$ cat src/rtl/pipe_mem_stage.sv
// pipe_mem_stage
//   Execute -> memory pipeline register with a valid/ready handshake, an
//   optional 1-entry skid buffer, a synchronous flush and a saturating
//   stall-cycle counter. Back-pressure from the memory stage never drops an
//   entry. With the skid buffer present the stage accepts a new entry every
//   cycle, and in_ready has no combinational path from out_ready.
//
// Ports
//   clk, reset (async, active-low), flush (sync kill of held + incoming)
//   in_valid/in_ready                execute-side handshake
//   *_e                              execute-stage payload fields
//   out_valid/out_ready              memory-side handshake
//   *_m                              held payload; write enables gated by out_valid
//   stall_cnt                        cycles with out_valid & !out_ready (saturating)
module pipe_mem_stage #(
  parameter int XLEN    = 32,
  parameter int RD_W    = 5,
  parameter int SRC_W   = 2,
  parameter int CNT_W   = 16,
  parameter int SKID_EN = 1
) (
  input  logic             clk,
  input  logic             reset,
  input  logic             flush,
  input  logic             in_valid,
  output logic             in_ready,
  input  logic             reg_write_e,
  input  logic [SRC_W-1:0] result_src_e,
  input  logic             mem_write_e,
  input  logic [XLEN-1:0]  alu_result_e,
  input  logic [XLEN-1:0]  wdata_e,
  input  logic [RD_W-1:0]  rd_e,
  input  logic [XLEN-1:0]  pc_plus4_e,
  output logic             out_valid,
  input  logic             out_ready,
  output logic             reg_write_m,
  output logic             mem_write_m,
  output logic [SRC_W-1:0] result_src_m,
  output logic [XLEN-1:0]  alu_result_m,
  output logic [XLEN-1:0]  wdata_m,
  output logic [RD_W-1:0]  rd_m,
  output logic [XLEN-1:0]  pc_plus4_m,
  output logic [CNT_W-1:0] stall_cnt
);

  // Payload packed as {reg_write, mem_write, result_src, alu, wdata, rd, pc+4}
  localparam int PW = 2 + SRC_W + 3 * XLEN + RD_W;
  localparam logic [CNT_W-1:0] CNT_MAX = '1;

  logic [PW-1:0]    in_pl;
  logic             main_valid_reg, main_valid_next;
  logic [PW-1:0]    main_pl_reg, main_pl_next;
  logic             skid_valid_reg, skid_valid_next;
  logic [PW-1:0]    skid_pl_reg, skid_pl_next;
  logic [CNT_W-1:0] stall_cnt_reg, stall_cnt_next;
  logic             in_fire, out_fire;
  logic             reg_write_h, mem_write_h;

  assign in_pl = {reg_write_e, mem_write_e, result_src_e, alu_result_e, wdata_e, rd_e, pc_plus4_e};

  generate
    if (SKID_EN != 0) begin : g_skid
      // Ready depends only on flops: the skid slot absorbs the one entry that
      // may arrive in the cycle the memory stage stalls.
      assign in_ready = !skid_valid_reg;
    end else begin : g_noskid
      assign in_ready = !main_valid_reg | out_ready;
    end
  endgenerate

  assign in_fire  = in_valid & in_ready;
  assign out_fire = main_valid_reg & out_ready;

  always_comb begin
    main_valid_next = main_valid_reg;
    main_pl_next    = main_pl_reg;
    skid_valid_next = skid_valid_reg;
    skid_pl_next    = skid_pl_reg;
    stall_cnt_next  = stall_cnt_reg;

    if (main_valid_reg && !out_ready && (stall_cnt_reg != CNT_MAX)) begin
      stall_cnt_next = stall_cnt_reg + 1'b1;
    end

    if (flush) begin
      // Payload flops keep stale data; only the valid bits matter.
      main_valid_next = 1'b0;
      skid_valid_next = 1'b0;
    end else if (!main_valid_reg || out_fire) begin
      if (skid_valid_reg) begin
        // Oldest entry (skid) moves forward first to preserve order.
        main_valid_next = 1'b1;
        main_pl_next    = skid_pl_reg;
        skid_valid_next = in_fire;
        if (in_fire) begin
          skid_pl_next = in_pl;
        end
      end else begin
        main_valid_next = in_fire;
        if (in_fire) begin
          main_pl_next = in_pl;
        end
      end
    end else if ((SKID_EN != 0) && in_fire) begin
      // Main is stalled: park the new entry, main stays untouched.
      skid_valid_next = 1'b1;
      skid_pl_next    = in_pl;
    end
  end

  always_ff @(posedge clk or negedge reset) begin
    if (!reset) begin
      main_valid_reg <= 1'b0;
      main_pl_reg    <= '0;
      skid_valid_reg <= 1'b0;
      skid_pl_reg    <= '0;
      stall_cnt_reg  <= '0;
    end else begin
      main_valid_reg <= main_valid_next;
      main_pl_reg    <= main_pl_next;
      skid_valid_reg <= skid_valid_next;
      skid_pl_reg    <= skid_pl_next;
      stall_cnt_reg  <= stall_cnt_next;
    end
  end

  assign {reg_write_h, mem_write_h, result_src_m, alu_result_m, wdata_m, rd_m, pc_plus4_m} = main_pl_reg;

  // Side-effect enables never leak out of bubbles or flushed slots.
  assign out_valid   = main_valid_reg;
  assign reg_write_m = reg_write_h & main_valid_reg;
  assign mem_write_m = mem_write_h & main_valid_reg;
  assign stall_cnt   = stall_cnt_reg;

endmodule

$ cat config.mk
export PLATFORM = sky130hd
export DESIGN_NAME = pipe_mem_stage
export DESIGN_NICKNAME = d
export VERILOG_FILES = /design/src/rtl/pipe_mem_stage.sv
export SDC_FILE = /design/constraint.sdc
export NUM_CORES = 1
export LEC_CHECK = 0
export CAP_MARGIN = 25
export CORE_MARGIN = 2
export CORE_UTILIZATION = 51
export CTS_CLUSTER_SIZE = 24
export DETAILED_ROUTE_END_ITERATION = 8
export GPL_TIMING_DRIVEN = 1
export HOLD_SLACK_MARGIN = 0.02
export PLACE_DENSITY = 0.81
export RECOVER_POWER = 50
export SLEW_MARGIN = 20
export SYNTH_ARGS = -nofsm -noshare
export SYNTH_HDL_FRONTEND = slang
export SYNTH_SLANG_ARGS = --single-unit
$ cat constraint.sdc
create_clock -name clk -period 2.1 [get_ports clk]
set_input_delay 0.21 -clock clk [delete_from_list [all_inputs] [get_ports clk]]
set_output_delay 0.21 -clock clk [all_outputs]
set_load 0.02 [all_outputs]
==> key figures <==
Run status
  – Status: complete, no violations

Timing
  – Tmin final: ~1.9 ns
  – Max-slew violation count: 0
  – Worst slew margin: about a third
  – Final Hold Viols: 0
  – Achievable Freq: roughly 520 MHz
  – Worst Tran Pin Value: 1.02 ns
  – Final setup viols: 0
  – Crit share post-route: 92.4%
  – Setup Total Neg Slack: 0 ns
  – RSZ-0062 raised after global routing: false
  – Clk_skew: between 0.01 and 0.015 ns

Finish
  – # nets final: 1,107
  – Share of cells above drive strength 1: 17.4%
  – ANT cells: 0
  – Layout area overhead: 26.4%
  – Register Area: about 5700 um^2
  – Area of the multi-input gates: 3630 um^2
  – FILL cells: 1,578

Worst setup path
  – Critical Path End Type: primary output
  – CP Cell Sequence: inv_1 > clkdlybuf4s50_1
  – Worst R2R Start: out_valid
  – Worst r2r dst: skid_pl_reg[85]
  – Crit-path max cell delay: approximately 0.64 ns
  – Reg2reg setup slack: around 0.18 ns
  – Critical Path Source: skid_valid_reg
  – Crit path DAT: between 1.5 and 2 ns
  – Setup CP Type: reg -> out
  – Cell family with most CP delay: buffers and inverters
  – Worst path depth: 2
  – Worst Setup EP: in_ready
  – Buf/Inv on CP: 2
  – Max Fanout on Critical Path: 6
  – Crit path required time: around 1.9 ns
  – Startpoint types: flip-flop
  – R2R depth: 5
  – Slowest CP cell: clkdlybuf4s50_1

Synth
  – Sequential element share of the synthesized area: a little under three fifths
  – Average cell area after synthesis: 12.0 um^2
  – Ys flop type: dfrtp_1
  – Synth cell types: 35
  – #FFs+latches synth: ~230
  – Most frequent cell after synthesis: dfrtp_1
  – Cell taking the most area after synthesis: dfrtp_1
  – Top cell type's share of synthesized area: a little under three fifths
  – Synthesized Nets: around 970
  – Post-synthesis async set-or-reset flop share: 100%
  – Post-Syn Instances: 862
  – Ranking of synthesized cells by area: dfrtp_1 (55%), mux2_2 (12%), mux2i_1 (10%)
  – Commonest cells post-synth: dfrtp_1 (228), a21oi_1 (108), nor2_1 (108)
  – YS warnings: 0
  – Mapped Area: ~10,000 um^2
  – EDFF count, synth: 0

Power
  – Total power: 13.0 mW
  – Sequential share of power: 44.7%
  – NetSw: around 3.5 mW
  – P_int: ~9.4 mW
  – Combinational Power Share: 21.5%
  – Power per Cell Area: between 900 and 1000 nW/um^2
  – Sw Ratio: between 20 and 30%
  – Peak supply drop: around 0.63 mV
  – Lkg Pwr: ~5.4 nW
  – Clock power frac: between 30% and 40%

Clock network
  – # H-tree levels: 1
  – Max clock buf depth: 3
  – CTS Buf Count: 25
  – CTS Root Cell: clkbuf_16
  – CTS sink cnt: about 230
  – Clk slew on worst S/H paths: about 0.060 ns
  – Worst skew pair latency: between 0.5 and 0.6 ns
  – CTS tree: done

Place
  – PortBufs: ~230
  – GPL Wtd Cong: a little under 0.8
  – Post-DP HPWL: 14.6 mm

Floorplanning
  – Rows: 52
  – Die Y: about 150 um
  – Die footprint: 21,400 um^2
  – Die Wd: around 150 um
  – Boundary pin count: about 230
  – Core area: approximately 20,000 um^2
  – Initial Utilization: about half

Routing
  – Vias per inst: 5.20
  – WL/cell: around 17 um
  – 1st-pass router iterations: 4
  – DRT iter0 DRCs: between 300 and 400
  – Post-route DRC violation count: 0
  – DRT antenna net count: 0
  – Via count: 6,674
  – Drt total wl: ~22 mm

Min path
  – Hold crit path type: in -> async

Global route
  – Initial antenna violation count: 0
  – Largest net degree at the start of global routing: 107
  – Overflow after GRT: 0
  – Vias in the first global route: between 6,000 and 7,000
  – First-pass GRT wire length: roughly 36 mm
  – GRT Total Usage: approximately a fifth

Job
  – Max Cap Viol: 0
layout make-up:
| class | instances | area share, % |
|---|---|---|
| Clock buffer | 34 | 5.51 |
| Clock inverter | 11 | 0.881 |
| Inverter | 2 | 0.0575 |
| Multi-Input combinational cell | 483 | 27.8 |
| Sequential cell | 228 | 43.7 |
| Tap cell | 270 | 2.59 |
| Timing Repair Buffer | 256 | 19.4 |
power by group through the flow:
stage	Sequential, mW	Clock [mW]	Combinational [mW]
final	5.80	4.38	2.79
after floorplan	5.78	0	1.94
after global routing	5.92	4.67	3.01
after global placement	5.83	0	2.75
after CTS	5.80	4.48	2.85
after detailed placement	5.87	0	2.83
stage by stage:
stage | cells | hold WS (ns) | setup slack [ns] | util (%) | cell area (um^2)
3_3_place_gp | 1238 | 0.189 | 0.265 | 61.4 | 12300
6_report | 1284 | 0.243 | 0.160 | 65.2 | 13100
3_5_place_dp | 1238 | 0.197 | 0.203 | 61.4 | 12300
2_1_floorplan | 862 | -0.0856 | 0.356 | - | 10300
4_1_cts | 1284 | 0.260 | 0.141 | 65.6 | 13100
5_1_grt | 1284 | 0.281 | 0.0789 | 65.2 | 13100
layer usage:
layer	up-vias	part of all wire [%]	global-route usage, %
met5	-	0	0
met4	0	3.5	7.38
met1	3297	43	27.0
li1	3135	-	-
met2	192	48	33.7
met3	50	5.2	3.84
cell usage in the layout, fill, tap and decap left out, types with 2 or more instances in the layout:
| cell type | synthesis | layout |
|---|---|---|
| nor2_1 | 108 | 108 |
| nor2b_1 | 2 | 2 |
| buf_12 | 0 | 5 |
| clkbuf_2 | 0 | 4 |
| a21oi_1 | 108 | 108 |
| nand4_1 | 3 | 3 |
| clkbuf_16 | 0 | 25 |
| clkinv_2 | 0 | 6 |
| xor2_1 | 10 | 10 |
| buf_4 | 106 | 5 |
| mux2_2 | 107 | 107 |
| and2_1 | 2 | 2 |
| dfrtp_1 | 228 | 227 |
| clkbuf_1 | 15 | 9 |
| mux2i_1 | 105 | 105 |
| clkdlybuf4s50_1 | 0 | 231 |
| clkinv_4 | 0 | 2 |
| nand2b_1 | 2 | 2 |
| nor3_1 | 8 | 7 |
| bufinv_16 | 0 | 2 |
| and4_1 | 2 | 2 |
| inv_1 | 2 | 2 |
| clkbuf_4 | 0 | 2 |
| nand3_1 | 6 | 5 |
| nand2_1 | 5 | 5 |
| clkbuf_8 | 0 | 6 |
what timing repair did:
| item | CTS | global route |
|---|---|---|
| hold buffers | 1 | 0 |
| hold endpoints to repair | 56 | 0 |
| setup buffers | 0 | 0 |
| resized for setup | 0 | 0 |
logic make-up (layout without fill, tap and decap cells):
kind of cell	Yosys count	after routing	share of synthesized area [%]
flops	228	228	55.2
simple gates	147	147	6.49
fa+ha+maj	1	1	0.121
xor+xnor	11	11	0.932
buf+inv	151	303	9.78
mux	213	213	22.0
compound gates	111	111	5.47
worst min path at each step:
stage | startpoint | endpoint | cells past startpoint
6_report | reset | main_pl_reg[100] | 2
4_1_cts | reset | main_pl_reg[100] | 2
5_1_grt | reset | main_pl_reg[94] | 2
3_3_place_gp | reset | main_pl_reg[94] | 1
2_1_floorplan | reset | main_pl_reg[0] | 0
3_5_place_dp | reset | main_pl_reg[100] | 1
Note: power is estimated with default switching activity, not from simulation.
